--- src/rtl/servo_pkg.sv ---
// Shared types and constants for the four-channel servo PWM generator.
// Angles are 8-bit degrees, widths are 11-bit microseconds.
package servo_pkg;

  localparam int ANGLE_MAX = 180;
  localparam int ANGLE_W   = 8;
  localparam int NUM_CH    = 4;
  localparam int WIDTH_W   = 11;
  localparam int NUM_W     = 18;

  typedef logic [ANGLE_W-1:0] angle_t;
  typedef logic [WIDTH_W-1:0] width_t;

  typedef enum logic [1:0] {
    ST_IDLE  = 2'd0,
    ST_LOAD  = 2'd1,
    ST_DIV   = 2'd2,
    ST_STORE = 2'd3
  } fsm_state_e;

  function automatic angle_t clamp_angle(input angle_t a);
    return (a > angle_t'(ANGLE_MAX)) ? angle_t'(ANGLE_MAX) : a;
  endfunction

endpackage

--- src/rtl/serial_udiv.sv ---
// Restoring unsigned divider, one quotient bit per clock.
// A start pulse (re)loads the operands and aborts any division in flight.
module serial_udiv #(
  parameter int NUM_W = 18,
  parameter int DEN_W = 8
) (
  input  logic             clk,
  input  logic             rst,
  input  logic             start,
  input  logic [NUM_W-1:0] dividend,
  input  logic [DEN_W-1:0] divisor,
  output logic [NUM_W-1:0] quotient,
  output logic             done
);

  localparam int CNT_W = $clog2(NUM_W + 1);

  // Dividend bits shift out of the MSB while quotient bits shift in at the LSB.
  logic [NUM_W-1:0] quo_reg;
  logic [DEN_W-1:0] rem_reg;
  logic [CNT_W-1:0] cnt_reg;
  logic             done_reg;
  logic [DEN_W:0]   trial;

  assign trial = {rem_reg, quo_reg[NUM_W-1]};

  always_ff @(posedge clk or negedge rst) begin
    if (!rst) begin
      quo_reg  <= '0;
      rem_reg  <= '0;
      cnt_reg  <= '0;
      done_reg <= 1'b0;
    end else begin
      done_reg <= 1'b0;
      if (start) begin
        quo_reg <= dividend;
        rem_reg <= '0;
        cnt_reg <= CNT_W'(NUM_W);
      end else if (cnt_reg != '0) begin
        if (trial >= {1'b0, divisor}) begin
          rem_reg <= DEN_W'(trial - {1'b0, divisor});
          quo_reg <= {quo_reg[NUM_W-2:0], 1'b1};
        end else begin
          rem_reg <= trial[DEN_W-1:0];
          quo_reg <= {quo_reg[NUM_W-2:0], 1'b0};
        end
        cnt_reg <= cnt_reg - 1'b1;
        if (cnt_reg == CNT_W'(1)) done_reg <= 1'b1;
      end
    end
  end

  assign quotient = quo_reg;
  assign done     = done_reg;

endmodule

--- src/rtl/servo_pwm_gen.sv ---
// Four-channel hobby-servo PWM generator with a fixed frame and per-frame angle sampling.
// Widths are computed serially during a frame and take effect at the next frame boundary.
module servo_pwm_gen
  import servo_pkg::*;
#(
  parameter int CLK_DIV   = 50,
  parameter int PERIOD_US = 20000,
  parameter int MIN_US    = 1000,
  parameter int MAX_US    = 2000
) (
  input  logic               clk,
  input  logic               rst,
  input  logic               en,
  input  logic [ANGLE_W-1:0] angle1,
  input  logic [ANGLE_W-1:0] angle2,
  input  logic [ANGLE_W-1:0] angle3,
  input  logic [ANGLE_W-1:0] angle4,
  output logic [NUM_CH-1:0]  pwm_out,
  output logic               frame_start,
  output logic               busy
);

  localparam int     PRE_W    = (CLK_DIV > 1) ? $clog2(CLK_DIV) : 1;
  localparam int     US_W     = 15;
  localparam int     SPAN     = MAX_US - MIN_US;
  localparam width_t CENTER_W = width_t'(MIN_US + SPAN / 2);
  localparam int     CH_W     = $clog2(NUM_CH);

  logic [PRE_W-1:0]  pre_cnt_reg;
  logic [US_W-1:0]   us_cnt_reg;
  logic              tick;
  logic              boundary;
  angle_t            angle_in [NUM_CH];
  angle_t            shadow_reg [NUM_CH];
  width_t            active_width_reg [NUM_CH];
  width_t            next_width_reg [NUM_CH];
  logic [NUM_CH-1:0] pwm_next;
  fsm_state_e        state_reg;
  logic [CH_W-1:0]   ch_reg;
  logic              div_start;
  logic              div_done;
  logic [NUM_W-1:0]  div_dividend;
  logic [NUM_W-1:0]  div_quotient;

  assign angle_in[0] = angle1;
  assign angle_in[1] = angle2;
  assign angle_in[2] = angle3;
  assign angle_in[3] = angle4;

  assign tick     = (pre_cnt_reg == PRE_W'(CLK_DIV - 1));
  assign boundary = en && (pre_cnt_reg == '0) && (us_cnt_reg == '0);

  always_ff @(posedge clk or negedge rst) begin
    if (!rst) begin
      pre_cnt_reg <= '0;
      us_cnt_reg  <= '0;
    end else if (!en) begin
      pre_cnt_reg <= '0;
      us_cnt_reg  <= '0;
    end else begin
      pre_cnt_reg <= tick ? '0 : pre_cnt_reg + 1'b1;
      if (tick)
        us_cnt_reg <= (us_cnt_reg == US_W'(PERIOD_US - 1)) ? '0 : us_cnt_reg + 1'b1;
    end
  end

  // On the boundary cycle compare against the incoming width so the new pulse is exact.
  generate
    for (genvar gi = 0; gi < NUM_CH; gi++) begin : g_ch
      width_t eff_width;
      assign eff_width    = boundary ? next_width_reg[gi] : active_width_reg[gi];
      assign pwm_next[gi] = en && (us_cnt_reg < US_W'(eff_width));
    end
  endgenerate

  always_ff @(posedge clk or negedge rst) begin
    if (!rst) begin
      for (int i = 0; i < NUM_CH; i++) begin
        shadow_reg[i]       <= '0;
        active_width_reg[i] <= CENTER_W;
        next_width_reg[i]   <= CENTER_W;
      end
      pwm_out     <= '0;
      frame_start <= 1'b0;
    end else begin
      frame_start <= boundary;
      pwm_out     <= pwm_next;
      if (boundary) begin
        for (int i = 0; i < NUM_CH; i++) begin
          active_width_reg[i] <= next_width_reg[i];
          shadow_reg[i]       <= clamp_angle(angle_in[i]);
        end
      end else if (state_reg == ST_STORE) begin
        next_width_reg[ch_reg] <= width_t'(MIN_US + int'(div_quotient));
      end
    end
  end

  // A boundary always restarts the conversion sequence from channel 0.
  always_ff @(posedge clk or negedge rst) begin
    if (!rst) begin
      state_reg <= ST_IDLE;
      ch_reg    <= '0;
    end else if (boundary) begin
      state_reg <= ST_LOAD;
      ch_reg    <= '0;
    end else begin
      case (state_reg)
        ST_IDLE:  state_reg <= ST_IDLE;
        ST_LOAD:  state_reg <= ST_DIV;
        ST_DIV:   if (div_done) state_reg <= ST_STORE;
        ST_STORE: begin
          if (ch_reg == CH_W'(NUM_CH - 1)) begin
            state_reg <= ST_IDLE;
          end else begin
            ch_reg    <= ch_reg + 1'b1;
            state_reg <= ST_LOAD;
          end
        end
        default:  state_reg <= ST_IDLE;
      endcase
    end
  end

  assign div_start    = (state_reg == ST_LOAD);
  assign div_dividend = NUM_W'(shadow_reg[ch_reg]) * NUM_W'(SPAN);
  assign busy         = (state_reg != ST_IDLE);

  serial_udiv #(
    .NUM_W (NUM_W),
    .DEN_W (ANGLE_W)
  ) u_div (
    .clk      (clk),
    .rst      (rst),
    .start    (div_start),
    .dividend (div_dividend),
    .divisor  (ANGLE_W'(ANGLE_MAX)),
    .quotient (div_quotient),
    .done     (div_done)
  );

endmodule
--- config.mk ---
export PLATFORM = sky130hd
export DESIGN_NAME = servo_pwm_gen
export DESIGN_NICKNAME = d
export VERILOG_FILES = /design/src/rtl/servo_pkg.sv /design/src/rtl/serial_udiv.sv /design/src/rtl/servo_pwm_gen.sv
export SDC_FILE = /design/constraint.sdc
export NUM_CORES = 1
export LEC_CHECK = 0
export ABC_CLOCK_PERIOD_IN_PS = 6400
export BUFFER_PORTS_ARGS = -buffer_cell sky130_fd_sc_hd__buf_2
export CORE_MARGIN = 10
export CORE_UTILIZATION = 65
export CTS_BUF_LIST = sky130_fd_sc_hd__clkbuf_8
export DETAILED_ROUTE_END_ITERATION = 12
export PLACE_DENSITY_LB_ADDON = 0.1
export SLEW_MARGIN = 30
export SYNTH_ARGS = -nofsm -noshare
export SYNTH_HDL_FRONTEND = slang
export SYNTH_HIERARCHICAL = 1
export SYNTH_SLANG_ARGS = --single-unit
--- constraint.sdc ---
create_clock -name clk -period 6.4 [get_ports clk]
set_input_delay 0.32 -clock clk [delete_from_list [all_inputs] [get_ports clk]]
set_output_delay 0.32 -clock clk [all_outputs]
set_load 0.01 [all_outputs]
# After elaboration in Yosys (flattened, before gate mapping)
# Index checks and enable logic that the tools add are counted.
# Widths: inputs -> output; s select.
# op_classes
bitwise	2
add_sub_neg	6
reduce_logical	16
n_mux	37
mul	1
n_lt_le_gt_ge	11
eq_ne	10
# op_table
cell	count
$mux 8	9
$lt 15x11->1	4
$mux 11	5
$mux 15	3
$bwmux 44	1
$mux 18	2
$gt 8x8->1 const B	4
$demux 11 s2	1
$bmux 8 s2	1
$add 15x1->15 const B	1
$eq 15x15->1 const B	1
$logic_not 15->1	1
$mul 8x7->15 const B	1
$mux 6	2
$add 10x11->11 const A	1
$mux 2	5
$mux 5	2
$ge 9x8->1 const B	1
$pmux 2 s4	1
$sub 8x8->8 const B	1
$logic_and 1x1->1	7
$add 6x1->6 const B	1
$eq 2x2->1 const B	3
$eq 6x6->1 const B	1
17 further kinds	24
# word_totals
word_cells	105
input_bits	35
ff_bits	182

# Depth between registers and ports, before layout
# logic_depth
depth_word	6
mapped_depth	17

# By module
# Netlist, hierarchy kept.
# modules_own_cells
module	cells_per_inst	area_per_inst_um2	seq_area_each_um2	instances
servo_pwm_gen	873	8988.6	3823.7	1
serial_udiv	221	2028.2	800.8	1

# Least setup slack after synthesis
# OpenSTA, ideal clock, no wires.
# synth_timing
kind	reg2reg
start	register ch_reg[0]
end	register u_div.quo_reg[16], in the netlist u_div/quotient[16]
slack_ns	1.512
period_less_slack_ns	4.888
arrival_ns	4.751
path_stages_with_launch	16
path_cell_list	dfrtp_1 -> buf_1 -> mux4_2 -> fa_1 -> inv_1 -> fa_1 -> fa_1 -> fa_1 -> inv_1 -> ha_1 -> or3_1 -> nor3_1 -> o21ai_0 -> xor2_1 -> nand2_1 -> o21ai_0
# synth_via
elab_chain_cells	6
# synth_rtl
item	line_no	text
from (decl)	servo_pwm_gen.sv:39	logic [CH_W-1:0] ch_reg;
from (signal assigned)	servo_pwm_gen.sv:116	ch_reg <= ch_reg + 1'b1;
$not 2->3 (implied by the code)	servo_pwm_gen.sv:126	assign div_dividend = NUM_W'(shadow_reg[ch_reg]) * NUM_W'(SPAN);
$bmux 8 s2	servo_pwm_gen.sv:126	
$mux 8 (implied by the code) (2 in a row)	servo_pwm_gen.sv:126	
$mul 8x7->15	servo_pwm_gen.sv:126	
via div_dividend[16]	servo_pwm_gen.sv:42	logic [NUM_W-1:0] div_dividend;
$mux 18	serial_udiv.sv:35	if (start) begin
to (signal assigned)	serial_udiv.sv:36	quo_reg <= dividend;
to (signal assigned)	serial_udiv.sv:42	quo_reg <= {quo_reg[NUM_W-2:0], 1'b1};
to (signal assigned)	serial_udiv.sv:45	quo_reg <= {quo_reg[NUM_W-2:0], 1'b0};
to (decl)	serial_udiv.sv:19	logic [NUM_W-1:0] quo_reg;
# The timed path passes the listed nets, and every way through them passes these cells. The select of a mux whose other input is x is not followed.
# A chain may end at the register's enable or synchronous reset.

# Worst setup path after layout
# layout_timing
start	register ch_reg[0]
end	register u_div.quo_reg[17], in the netlist u_div/quotient[17]
# The elaborated chain is that of the path after synthesis.

==> metrics list <==
- The flow ran to the end, and the final reports show no timing, DRC or antenna violations.
- STA puts the critical path data required time at 6.79 ns.
- In the global route stage, overall resource usage came out at 0.207.
* Instance area after placement: 0.0114 mm2
- Overall overflow remaining after global route: 0
- In this run, synthesis produced a sequential element count of 182.
- Hold Vio Cnt, Final: 0
* Number of design rule violations left after detail routing: 0
- After detailed routing, the met3 layer carries 914 um of wire.
* Distinct cell type count of the synthesized netlist: 65
* Clk Tree Root Cell: clkbuf_8
- Setup violations remaining at the end of the flow were counted as 0.
- Count of TritonRoute iterations in the first routing pass: 5
- Clock skew on the completed layout was measured at 0.0182 ns.
* Count of nets after finishing: 1295
- Fraction of layout instances using a drive strength above 1: 0.153
- From bottom edge to top edge, the die measures 150 um.
- Maximum number of pins on one net before global-route repair: 82
* Post-synthesis sequential area ratio: 0.420
- Dividing the detail-routed wire length by the instance count gives 16.2 um.
- In the finished design, the share of the clock period the worst path needs comes to 0.792.
* Unrepaired setup endpoints after global routing: no
- Area of the placeable core: 0.0166 mm2
- The wire-length estimate of the detail-placed layout is 16.4 mm.
- Num CTS Buffers: 17
- Wire segments on met2 add up to 10.2 mm in the final route.
- Measured against its own limit, the worst slew margin works out to 0.340.
* Post-detailed-route via-to-cell ratio: 5.69
- Class of the tightest hold or removal check: in -> reg
- Average cell area after synthesis: 10.1 um2
- Derived from the worst setup path, the maximum achievable clock frequency is 197 MHz.
- The floorplan has 47 rows.
- The detailed router put a total of 10.9 mm of wire on met1.
- The initial utilization of the core area, before any placement, comes to 0.664.
* Maximum fanout along the worst path: 13
- Number of levels the H-tree was split into: 4
* Transition time at the pin with the least slew margin: 0.987 ns
- Placer Congestion: 0.884
- WS Path Type: reg -> reg
- Reg-to-reg slack, setup: 1.33 ns
- Highest routed layer: met4
- Timing analysis after detailed placement gives a worst setup slack of 1.34 ns.
* Antenna-violating nets left: 0
- # port buffers: 40
- In this run the deepest clock path goes through 2 buffers.
- Detailed routing inserted a total of 7782 vias.
* Leading area contributor after synthesis: dfrtp_1
- After clock tree synthesis, the clock-pin slew on the worst setup and hold paths is 0.11 ns.
- Synthesized area: 0.0110 mm2
- Arrival @ worst endpoint: 5.46 ns
- Antenna violations before repair: 1
* Kind of start point of the critical path: flop
* Number of DRC markers after the initial detailed-route iteration: 444
* Most frequent cells after synthesis: nand2_1, dfrtp_1, ha_1
- Count of clock tree sinks: 182
* Final Routed Wirelength: 22.2 mm
- Max-cap violations in this run came to 0.
- Worst hold margin: 0.0456 ns
* Number of enable-type register cells in the synthesized netlist: 0
- Final WS setup: 1.33 ns
- Worst skew pair latency: 0.47 ns
- Of the post-synthesis cell area, the dominant cell type holds 0.286.
- The routed design could run at a clock period as short as 5.07 ns.
- P&R area growth vs syn: 6.69%
- CTS tree: yes
* Worst Setup End Kind: flop
* Summed area of non-filler cells in the final layout: 0.0118 mm2
- From left edge to right edge, the die measures 150 um.
* Ys async rst share: 1.00
- YS warnings: 6
- The repair_antennas step left the layout with diodes totalling 0.
- In the post-synthesis netlist, the biggest area contributors are dfrtp_1, dfstp_2, ha_1.
- Number of instances in the synthesized netlist: 1094
* Final Slew Violations: 0
- The first global-routing pass estimated 37.9 mm of wire.
- The via count of the first global-routing pass came to 7618.
- The most used flip-flop cell after synthesis is dfrtp_1.
- The floorplan step defined a die boundary enclosing 0.0226 mm2.
- By instance count, the leading cell after synthesis is nand2_1.
* Setup TNS: 0 ns
- Pin placement for this block handled 41 I/O pins.
## area by class of cell
type,instances,area (um2)
multi-input cells,781,5810
fillers,1318,4830
flip-flops and latches,182,4620
inverters,105,402
well taps,220,275
repair buffers,47,265
clock buffers,17,234
clock inverters,15,139
## final timing paths
| path | from | to | depth (start not counted) |
|---|---|---|---|
| min in group asynchronous | rst | pwm_out[0]$_DFF_PN0_ | 2 |
| max reg2reg | ch_reg[0]$_DFFE_PN0P_ | u_div/quotient[17]$_DFFE_PN0P_ | 15 |
| max | ch_reg[0]$_DFFE_PN0P_ | u_div/quotient[17]$_DFFE_PN0P_ | 15 |
| max in group asynchronous | rst | us_cnt_reg[3]$_DFFE_PN0P_ | 3 |
| min reg2reg | shadow_reg[16]$_DFFE_PN0P_ | shadow_reg[16]$_DFFE_PN0P_ | 2 |
| min | angle4[7] | shadow_reg[7]$_DFFE_PN0P_ | 3 |
## per-layer routing
metal	vias to the layer above	track usage
li1	3831	-
met3	17	0.0399
met2	151	0.318
met4	0	0.0525
met5	-	0
met1	3783	0.295
## what timing repair did
action	in CTS	in global routing
hold buffers	1	0
hold endpoints to repair	30	0
gates resized for setup	0	0
buffers inserted	0	0
endpoints found under the setup margin	0	0
## per-stage QoR
step,utilization,instances
floorplan,-,1104
CTS,0.709,1367
global placement,0.685,1334
detailed placement,0.685,1334
global route,0.709,1367
finish,0.709,1367
## critical path: stages, from the launching register on
cell	delay (ns)
dfrtp_1	0.78
mux4_2	0.69
inv_1	0.19
fa_1	0.44
inv_1	0.08
fa_1	0.44
fa_1	0.49
ha_1	0.31
ha_1	0.35
and3_1	0.20
and3_1	0.18
a211oi_1	0.46
o21ai_0	0.14
o211ai_1	0.10
nand2_1	0.07
o21ai_0	0.08
## layout by cell type, fill, tap and decap left out, types with 18 or more instances in the layout
cell and n:
a21oi_1 53, mux2_2 18, nor2_1 79, dfrtp_1 126, dfstp_2 56, mux2i_1 64
ha_1 104, a21o_1 18, nand3_1 27, o21ai_0 75, buf_2 39, nand2_1 133
xnor2_1 20, inv_1 103, fa_1 22
## kinds of logic (layout without fill, tap and decap cells)
kind of cell               after synthesis  after routing  share of synthesized area
AOI/OAI and AO/OA                      200            200                      0.112
buffers and inverters                  141            184                     0.0564
and+or+nand+nor                        323            323                      0.135
other                                    2             12                   0.000682
xor gates and xnor gates                29             29                     0.0231
muxes                                   91             91                     0.0949
DFF                                    182            182                      0.420
adders and majority gates              126            126                      0.158
Power is not shown: default switching activity piles up to over one toggle a cycle in this logic, so the estimate is an artifact.
